--- src/rtl/node_sequencer.sv ---
// Route-level mission controller: steps through a programmable per-node action table,
// hands motor ownership to the line follower or turn executor, and tracks node/lap progress.
module node_sequencer #(
  parameter int ROUTE_LEN     = 8,
  parameter int NUM_LAPS      = 2,
  parameter int TURN_TIMEOUT  = 50000000,
  parameter int PROBE_TIMEOUT = 100000000,
  parameter int EXIT_CYCLES   = 1000000
) (
  input  logic       clk_50,
  input  logic       rst,
  input  logic       start,
  input  logic       node,
  input  logic       cfg_we,
  input  logic [3:0] cfg_addr,
  input  logic [1:0] cfg_action,
  input  logic       turn_done,
  input  logic       probe_done,
  output logic       turn_req,
  output logic       turn_dir,
  output logic       probe_req,
  output logic [1:0] motor_sel,
  output logic [4:0] node_count,
  output logic [1:0] lap,
  output logic       busy,
  output logic       done,
  output logic       fault
);

  localparam logic [2:0] S_IDLE   = 3'd0;
  localparam logic [2:0] S_FOLLOW = 3'd1;
  localparam logic [2:0] S_DECODE = 3'd2;
  localparam logic [2:0] S_TURN   = 3'd3;
  localparam logic [2:0] S_PROBE  = 3'd4;
  localparam logic [2:0] S_EXIT   = 3'd5;
  localparam logic [2:0] S_DONE   = 3'd6;
  localparam logic [2:0] S_FAULT  = 3'd7;

  localparam logic [1:0] MOTOR_STOP   = 2'b00;
  localparam logic [1:0] MOTOR_FOLLOW = 2'b01;
  localparam logic [1:0] MOTOR_TURN   = 2'b10;

  localparam logic [26:0] TIMER_MAX   = '1;
  localparam logic [26:0] TURN_LIMIT  = 27'(TURN_TIMEOUT);
  localparam logic [26:0] PROBE_LIMIT = 27'(PROBE_TIMEOUT);
  localparam logic [26:0] EXIT_LIMIT  = 27'(EXIT_CYCLES);
  localparam logic [4:0]  COUNT_LIMIT = 5'(ROUTE_LEN);
  localparam logic [1:0]  LAP_LIMIT   = 2'(NUM_LAPS);

  logic [2:0]  state_reg, state_next;
  logic [26:0] timer_reg, timer_next;
  logic [26:0] timer_inc;
  logic [26:0] exit_cnt;
  logic        arm_reg, arm_next;
  logic        node_q_reg;
  logic        node_rise;
  logic [4:0]  node_count_reg, node_count_next;
  logic [1:0]  lap_reg, lap_next;
  logic        turn_dir_reg, turn_dir_next;
  logic        enter_exit;

  logic [1:0]  motor_sel_reg, motor_sel_next;
  logic        turn_req_reg, turn_req_next;
  logic        probe_req_reg, probe_req_next;
  logic        busy_reg, busy_next;
  logic        done_reg, done_next;
  logic        fault_reg, fault_next;

  // Route table: 16-deep so any 4-bit address indexes safely; only entries below ROUTE_LEN are written
  logic [1:0]  route_mem [0:15];
  logic [1:0]  act_reg;
  logic        mem_we;

  assign mem_we    = (state_reg == S_IDLE) && cfg_we && ({1'b0, cfg_addr} < COUNT_LIMIT);
  assign timer_inc = (timer_reg == TIMER_MAX) ? timer_reg : timer_reg + 27'd1;
  assign node_rise = node & ~node_q_reg;

  // Registered read; node_count is stable for at least one cycle before DECODE uses act_reg
  always_ff @(posedge clk_50) begin
    if (mem_we) begin
      route_mem[cfg_addr] <= cfg_action;
    end
    act_reg <= route_mem[node_count_reg[3:0]];
  end

  always_comb begin
    state_next      = state_reg;
    arm_next        = arm_reg;
    node_count_next = node_count_reg;
    lap_next        = lap_reg;
    turn_dir_next   = turn_dir_reg;
    exit_cnt        = '0;
    case (state_reg)
      S_IDLE: begin
        if (start) begin
          state_next      = S_FOLLOW;
          node_count_next = '0;
          lap_next        = '0;
        end
      end
      S_FOLLOW: begin
        if (node_rise && arm_reg) begin
          state_next = S_DECODE;
          arm_next   = 1'b0;
        end
      end
      S_DECODE: begin
        case (act_reg)
          2'b00:   state_next = S_EXIT;
          2'b11:   state_next = S_PROBE;
          default: begin
            state_next    = S_TURN;
            turn_dir_next = act_reg[1];
          end
        endcase
      end
      S_TURN: begin
        // A completion in the same cycle as the timeout still counts as success
        if (turn_done) begin
          state_next = S_EXIT;
        end else if (timer_inc == TURN_LIMIT) begin
          state_next = S_FAULT;
        end
      end
      S_PROBE: begin
        if (probe_done) begin
          state_next = S_EXIT;
        end else if (timer_inc == PROBE_LIMIT) begin
          state_next = S_FAULT;
        end
      end
      S_EXIT: begin
        exit_cnt = node ? '0 : timer_inc;
        if (lap_reg == LAP_LIMIT) begin
          state_next = S_DONE;
        end else if (exit_cnt == EXIT_LIMIT) begin
          state_next = S_FOLLOW;
          arm_next   = 1'b1;
        end
      end
      default: begin
        state_next = state_reg;
      end
    endcase

    enter_exit = (state_next == S_EXIT) && (state_reg != S_EXIT);
    if (enter_exit) begin
      if (node_count_reg + 5'd1 == COUNT_LIMIT) begin
        node_count_next = '0;
        lap_next        = lap_reg + 2'd1;
      end else begin
        node_count_next = node_count_reg + 5'd1;
      end
    end

    // In EXIT the timer doubles as the consecutive node-low counter
    if (state_next != state_reg) begin
      timer_next = '0;
    end else if (state_reg == S_EXIT) begin
      timer_next = exit_cnt;
    end else begin
      timer_next = timer_inc;
    end
  end

  // Outputs are decoded from the next state and registered, so they line up with state_reg
  always_comb begin
    motor_sel_next = MOTOR_STOP;
    turn_req_next  = 1'b0;
    probe_req_next = 1'b0;
    busy_next      = 1'b1;
    done_next      = 1'b0;
    fault_next     = 1'b0;
    case (state_next)
      S_FOLLOW, S_EXIT: motor_sel_next = MOTOR_FOLLOW;
      S_TURN: begin
        motor_sel_next = MOTOR_TURN;
        turn_req_next  = 1'b1;
      end
      S_PROBE:  probe_req_next = 1'b1;
      S_IDLE:   busy_next      = 1'b0;
      S_DONE: begin
        busy_next = 1'b0;
        done_next = 1'b1;
      end
      S_FAULT: begin
        busy_next  = 1'b0;
        fault_next = 1'b1;
      end
      default: motor_sel_next = MOTOR_STOP;
    endcase
  end

  always_ff @(posedge clk_50) begin
    if (rst) begin
      state_reg      <= S_IDLE;
      timer_reg      <= '0;
      arm_reg        <= 1'b1;
      node_q_reg     <= 1'b0;
      node_count_reg <= '0;
      lap_reg        <= '0;
      turn_dir_reg   <= 1'b0;
      motor_sel_reg  <= MOTOR_STOP;
      turn_req_reg   <= 1'b0;
      probe_req_reg  <= 1'b0;
      busy_reg       <= 1'b0;
      done_reg       <= 1'b0;
      fault_reg      <= 1'b0;
    end else begin
      state_reg      <= state_next;
      timer_reg      <= timer_next;
      arm_reg        <= arm_next;
      node_q_reg     <= node;
      node_count_reg <= node_count_next;
      lap_reg        <= lap_next;
      turn_dir_reg   <= turn_dir_next;
      motor_sel_reg  <= motor_sel_next;
      turn_req_reg   <= turn_req_next;
      probe_req_reg  <= probe_req_next;
      busy_reg       <= busy_next;
      done_reg       <= done_next;
      fault_reg      <= fault_next;
    end
  end

  assign turn_req   = turn_req_reg;
  assign turn_dir   = turn_dir_reg;
  assign probe_req  = probe_req_reg;
  assign motor_sel  = motor_sel_reg;
  assign node_count = node_count_reg;
  assign lap        = lap_reg;
  assign busy       = busy_reg;
  assign done       = done_reg;
  assign fault      = fault_reg;

endmodule
--- config.mk ---
export PLATFORM = sky130hd
export DESIGN_NAME = node_sequencer
export DESIGN_NICKNAME = d
export VERILOG_FILES = /design/src/rtl/node_sequencer.sv
export SDC_FILE = /design/constraint.sdc
export NUM_CORES = 1
export LEC_CHECK = 0
export BUFFER_PORTS_ARGS = -buffer_cell sky130_fd_sc_hd__buf_2
export CORE_MARGIN = 2
export CORE_UTILIZATION = 60
export CTS_BUF_LIST = sky130_fd_sc_hd__clkbuf_16
export CTS_CLUSTER_DIAMETER = 150
export DETAILED_ROUTE_END_ITERATION = 7
export HOLD_SLACK_MARGIN = 0.15
export PLACE_DENSITY = 0.79
export SKIP_LAST_GASP = 1
export SLEW_MARGIN = 20
export SYNTH_ARGS = -nofsm -noshare
export SYNTH_HDL_FRONTEND = slang
export SYNTH_SLANG_ARGS = --single-unit
--- constraint.sdc ---
create_clock -name clk_50 -period 4.77 [get_ports clk_50]
set_clock_uncertainty 0.05 [all_clocks]
set_input_delay 0.954 -clock clk_50 [delete_from_list [all_inputs] [get_ports clk_50]]
set_output_delay 0.954 -clock clk_50 [all_outputs]
set_load 0.01 [all_outputs]
# Word-level counts from Yosys, hierarchy flattened
# Memories as Yosys holds them, arrays and structs flattened. A register that Yosys moved wholly into a read port is not among the register bits.
# Index checks and enable logic that the tools add are counted.
[classes]
add_sub_neg = 3
n_lt_le_gt_ge = 1
eq_ne = 23
mux = 33
bitwise_logic = 3
reduce_logical = 17
[op_table]
columns = ["operator", "n"]
rows = [
  ["two-way mux 27 bit", 3],
  ["equality test 27 bit, second input constant", 2],
  ["adder 27 x 1 -> 27 bit, second input constant", 1],
  ["equality test 27 x 20 -> 1 bit, second input constant", 1],
  ["equality test 27 x 26 -> 1 bit, second input constant", 1],
  ["two-way mux 3 bit", 8],
  ["two-way mux 5 bit", 4],
  ["equality test 3 bit, second input constant", 6],
  ["case mux 3 bit (6 select lines)", 1],
  ["two-way mux 1 bit", 10],
  ["equality test 3 x 2 -> 1 bit, second input constant", 3],
  ["two-way mux 2 bit", 4],
  ["equality test 3 x 1 -> 1 bit, second input constant", 2],
  ["logical NOT 3 bit", 2],
  ["inequality test 2 bit, second input constant", 3],
  ["case mux 3 bit (2 select lines)", 1],
  ["nonzero test 2 bit", 3],
  ["OR reduction 2 bit", 3],
  ["adder 5 x 1 -> 5 bit, second input constant", 1],
  ["equality test 5 x 4 -> 1 bit, second input constant", 1],
  ["equality test 2 bit, second input constant", 2],
  ["logical AND 1 bit", 4],
  ["< comparator 4 bit, second input constant", 1],
  ["case mux 2 bit (2 select lines)", 1],
  ["10 further kinds", 12],
]
[word_totals]
regBits = 47
mem_bits_rw = 32
word_cells = 94
memories = 1
[mem_list]
columns = ["name", "words", "word_bits", "read_ports", "rd_clocked_by_memory_dff", "write_ports", "line_no", "source"]
rows = [
  ["route_mem", 16, 2, 1, 1, 1, "70", "logic [1:0] route_mem [0:15];"],
]

# Longest topological paths before layout
[logic_depth]
depth_word = 11
ltp_mapped = 14

# Least setup slack after synthesis
# No wires, ideal clock.
[synth_timing]
path_kind = "flip-flop to flip-flop"
from = "register timer_reg[0]"
to = "register timer_reg[15]"
t_arrival_ps = 3317
required_ps = 4598
setup_slack_ps = 1280
path_stages_with_launch = 13
n_path_buf = 1
path_cell_list = "dfxtp_1 > ha_1 > nand3_2 > nor4_1 > a21oi_1 > a21o_1 > or4_4 > or3b_1 > o31ai_4 > nor2_1 > o2111ai_2 > buf_2 > nor2_1"
[synth_via]
elab_chain_cells = 9
[synth_rtl]
columns = ["element", "line_no", "source"]
rows = [
  ["start, declared", "51", "logic [26:0] timer_reg, timer_next;"],
  ["start signal, assigned", "211", "timer_reg <= timer_next;"],
  ["adder 27 x 1 -> 27 bit / equality test 27 bit (equally long branches)", "75", "assign timer_inc = (timer_reg == TIMER_MAX) ? timer_reg : timer_reg + 27'd1;"],
  ["two-way mux 27 bit *", "75", ""],
  ["two-way mux 27 bit", "133", "exit_cnt = node ? '0 : timer_inc;"],
  ["equality test 27 x 20 -> 1 bit", "136", "end else if (exit_cnt == EXIT_LIMIT) begin"],
  ["two-way mux 3 bit", "136", ""],
  ["two-way mux 3 bit", "134", "if (lap_reg == LAP_LIMIT) begin"],
  ["case mux 3 bit (6 select lines)", "93", "case (state_reg)"],
  ["inequality test 3 bit", "157", "if (state_next != state_reg) begin"],
  ["OR reduction 2 bit (no line)", "--", ""],
]
# Mark *: on every way between the ends. The rest lies on a longest branch, timed or not.
# A chain may end at the register's enable or synchronous reset.

# Final worst setup path
[layout_timing]
from = "register timer_reg[13]"
to = "register node_count_reg[2] (netlist: node_count[2])"
[layout_via]
elab_chain_cells = 11
[layout_rtl]
columns = ["element", "line_no", "source"]
rows = [
  ["adder 27 x 1 -> 27 bit / equality test 27 bit (equally long branches)", "75", ""],
  ["two-way mux 27 bit *", "75", ""],
  ["two-way mux 27 bit", "133", ""],
  ["equality test 27 x 20 -> 1 bit", "136", ""],
  ["two-way mux 3 bit", "136", ""],
  ["two-way mux 3 bit", "134", ""],
  ["case mux 3 bit (6 select lines) *", "93", ""],
  ["equality test 3 bit *", "146", "enter_exit = (state_next == S_EXIT) && (state_reg != S_EXIT);"],
  ["logical AND 1 bit *", "146", ""],
  ["nonzero test 2 bit (no line)", "--", ""],
  ["AND reduction 2 bit (no line)", "--", ""],
  ["end signal, assigned", "214", "node_count_reg <= node_count_next;"],
  ["end, declared", "57", "logic [4:0] node_count_reg, node_count_next;"],
]
# Marks and branches as above.

==> metrics.md <==
| Metric | Value |
|---|---|
| Yosys cell types | `70` |
| Slew Viols, Final | `0` |
| Crit path arrival time | `between 4 and 5 ns` |
| Routed via count | `~3300` |
| Post-synthesis cell count | `404` |
| Pleak | `1.63 nW` |
| Status | `finished, final reports clean` |
| Final net count | `454` |
| Gpl congestion | `0.910` |
| DR vias/cell | `about 6.4` |
| HP Class | `flop to flop` |
| Crit. Startpoint | `timer_reg[13]` |
| Total clock sinks | `81` |
| Worst-path clk slew | `about 0.060 ns` |
| Max Cap Viol | `0` |
| Worst R2R Start | `timer_reg[13]` |
| Startpoint Class | `flop` |
| GR Layer Usage met3 | `0.0629` |
| RSZ-0062 raised after global routing | `no` |
| Max VDD drop | `about 0.22 mV` |
| Place WS | `around 0.61 ns` |
| CP dominant cell by count | `nand3_1` |
| ANT cells | `0` |
| Initial Util | `0.612` |
| Peak Freq | `between 200 and 250 MHz` |
| Yosys warnings | `0` |
| Crit path capture type | `flop` |
| Num rows | `30` |
| WL final | `between 9 and 10 mm` |
| Synth top area share | `0.239` |
| PortBufs | `27` |
| Critical path depth | `10` |
| CTS buffer count | `9` |
| R2r endpoint | `node_count[2]` |
| Core Area | `between 0.006 and 0.007 mm2` |
| Largest net degree at the start of global routing | `28` |
| Clock Latency Late Sink | `0.34 ns` |
| Required time worst endpoint | `approximately 5.0 ns` |
| Post-layout util | `0.691` |
| Cell Pwr Density | `~350 mW/mm2` |
| Root Driver | `clkbuf_16` |
| Area growth from synthesis to layout | `12.9%` |
| Longest Clk Path Bufs | `2` |
| Dpl cells | `between 500 and 600` |
| R2R depth | `10` |
| Total gr overflow | `0` |
| Remaining antenna violation count | `0` |
| DRT iter0 DRCs | `slightly below 300` |
| Die W | `about 87 um` |
| Critical Path Fanout Max | `14` |
| Sequential share of the synthesized area | `0.472` |
| Worst-path cell chain | `nand3_1 -> nor2_1 -> nand3_1 -> a31o_2 -> and3b_1 -> nand3_1 -> o41a_1 -> o2111ai_2 -> or3b_1 -> a31oi_1` |
| Setup TNS | `0 ns` |
| CTS resizes | `0` |
| Top Usage Layer GRT | `met2` |
| Largest area contributor in the netlist | `dfxtp_1` |
| Fraction of layout cells with a size suffix above 1 | `0.174` |
| Commonest cells after routing, fill and taps aside | `49 x dfxtp_1, 44 x nor2_1, 32 x edfxtp_1` |
| Vias in the first global route | `between 3000 and 4000` |
| Initial antenna violation count | `0` |
| Cell family with most CP delay | `simple AND/OR/NAND/NOR gates` |
| First-pass GRT wire length | `~15 mm` |
| CTS Hold Bufs | `0` |
| Most common cell after layout, fill and taps aside | `dfxtp_1` |
| Remaining DRCs | `0` |
| Max FFs per register | `32` |
| Met1 GRT Util | `0.357` |
| Final Critical Period | `about 4.3 ns` |
| Number of synthesized register bits | `approximately 80` |
| Dominant synthesized flop cell | `dfxtp_1` |
| Worst setup path end | `node_count[2]` |
| Synth top area cells | `dfxtp_1 24%, edfxtp_1 23%, mux4_2 5.5%` |
| Post-route insts no fill | `~520` |
| Buffers & Inverters on Critical Path | `0` |
| Hold slack | `roughly 0.45 ns` |
| Full die area | `roughly 0.0075 mm2` |
| CTS tree | `done` |
| Slowest-stage cell, CP | `nor2_1` |
| Initial DRT Pass Iterations | `5` |
| H-tree Lvls | `3` |
| Final setup viols | `0` |
| Synth Area per Inst | `10.2 um2` |
| Number of synthesized flops with an enable pin | `32` |
| Aggregate global-route resource usage | `0.258` |
| DR WL/cell | `~17 um` |
| Hold Vio Cnt, Final | `0` |
| Crit-path max cell delay | `about 0.71 ns` |
| Fillers | `just under 500` |
| Post-Syn Area | `between 0.004 and 0.005 mm2` |
| Setup bufs post-CTS | `0` |
| Post-DP HPWL | `roughly 6.3 mm` |
| Number of I/O pins | `28` |
| Critical path type | `flop to flop` |
| Async S/R FF share, synth | `0` |
| Slew margin rel. | `0.409` |
| R2R setup slack | `0.48 ns` |
| Tightest Pin Transition | `0.883 ns` |
| Worst setup margin | `0.483 ns` |
| Final period util | `0.899` |
| Met2 usage | `0.405` |
| Die H | `86.8 um` |
## tightest hold or removal path, cell delays in order (launching register included)
cell and delay (ns):
dfxtp_1 0.34, nand2_1 0.07, a21oi_1 0.05
## cell type report
| cell class | count | area (um2) | area share |
|---|---|---|---|
| clock buffer | 9 | 225 | 0.0485 |
| clock inverter | 7 | 105 | 0.0226 |
| inverter | 11 | 41.3 | 0.00889 |
| multi-input combinational | 306 | 2090 | 0.449 |
| sequential | 81 | 1940 | 0.418 |
| tap | 80 | 100 | 0.0216 |
| timing repair buffer | 28 | 143 | 0.0307 |
## per-layer routing
| layer | wire (um) | share of wire | up-vias |
|---|---|---|---|
| li1 | - | - | 1581 |
| met1 | 3930 | 0.43 | 1589 |
| met2 | 4330 | 0.48 | 160 |
| met3 | 701 | 0.077 | 16 |
| met4 | 123 | 0.014 | 0 |
| met5 | 0 | 0 | - |
## power by group
group | switching, W | total (W) | internal (W)
clock | 0.000295 | 0.000763 | 0.000468
combinational | 0.0000646 | 0.000106 | 0.0000412
sequential | 0.0000178 | 0.000761 | 0.000743
total | 0.000378 | 0.00163 | 0.00125
## Yosys cell counts (all sizes together) (4+ instances only)
master and n:
dfxtp 49, nor2 45, edfxtp 32, nand2 29, nand3 28, a21oi 21
nor3 12, xnor2 12, clkbuf 11, inv 11, buf 10, mux4 10
nor4 10, a31oi 9, nand4 8, o21ai 7, or2 7, and3 6
a21o 5, nor2b 5, a211oi 4, and4 4, ha 4, nand2b 4
nand4b 4, or4 4
## stage by stage
stage                     instance area (um2)  total power [W]
after floorplan                          4170         0.000848
after global placement                   4310         0.000875
after detailed placement                 4310         0.000880
after CTS                                4640          0.00163
after global routing                     4640          0.00168
final                                    4640          0.00163
## kinds of logic after synthesis
kind of cell,count (synthesis),synth area share
multiplexers,14,0.0657
buffers and inverters,32,0.0338
flip-flops,81,0.472
XOR/XNOR,13,0.0277
adder cells (fa/ha/maj),4,0.0122
AND/OR/NAND/NOR,184,0.255
AO/OA/AOI/OAI,75,0.133
other,1,0.000912
## how the worst min path moves through the flow
stage	from	end	slack, ns	cells past startpoint
floorplan	arm_reg	arm_reg	0.41	2
global placement	act_reg[1]	turn_dir	0.44	2
detailed placement	timer_reg[1]	timer_reg[1]	0.45	2
CTS	timer_reg[1]	timer_reg[1]	0.46	2
global route	lap[1]	lap[1]	0.48	2
finish	timer_reg[1]	timer_reg[1]	0.45	2
Power figures use the tool's default switching activity.
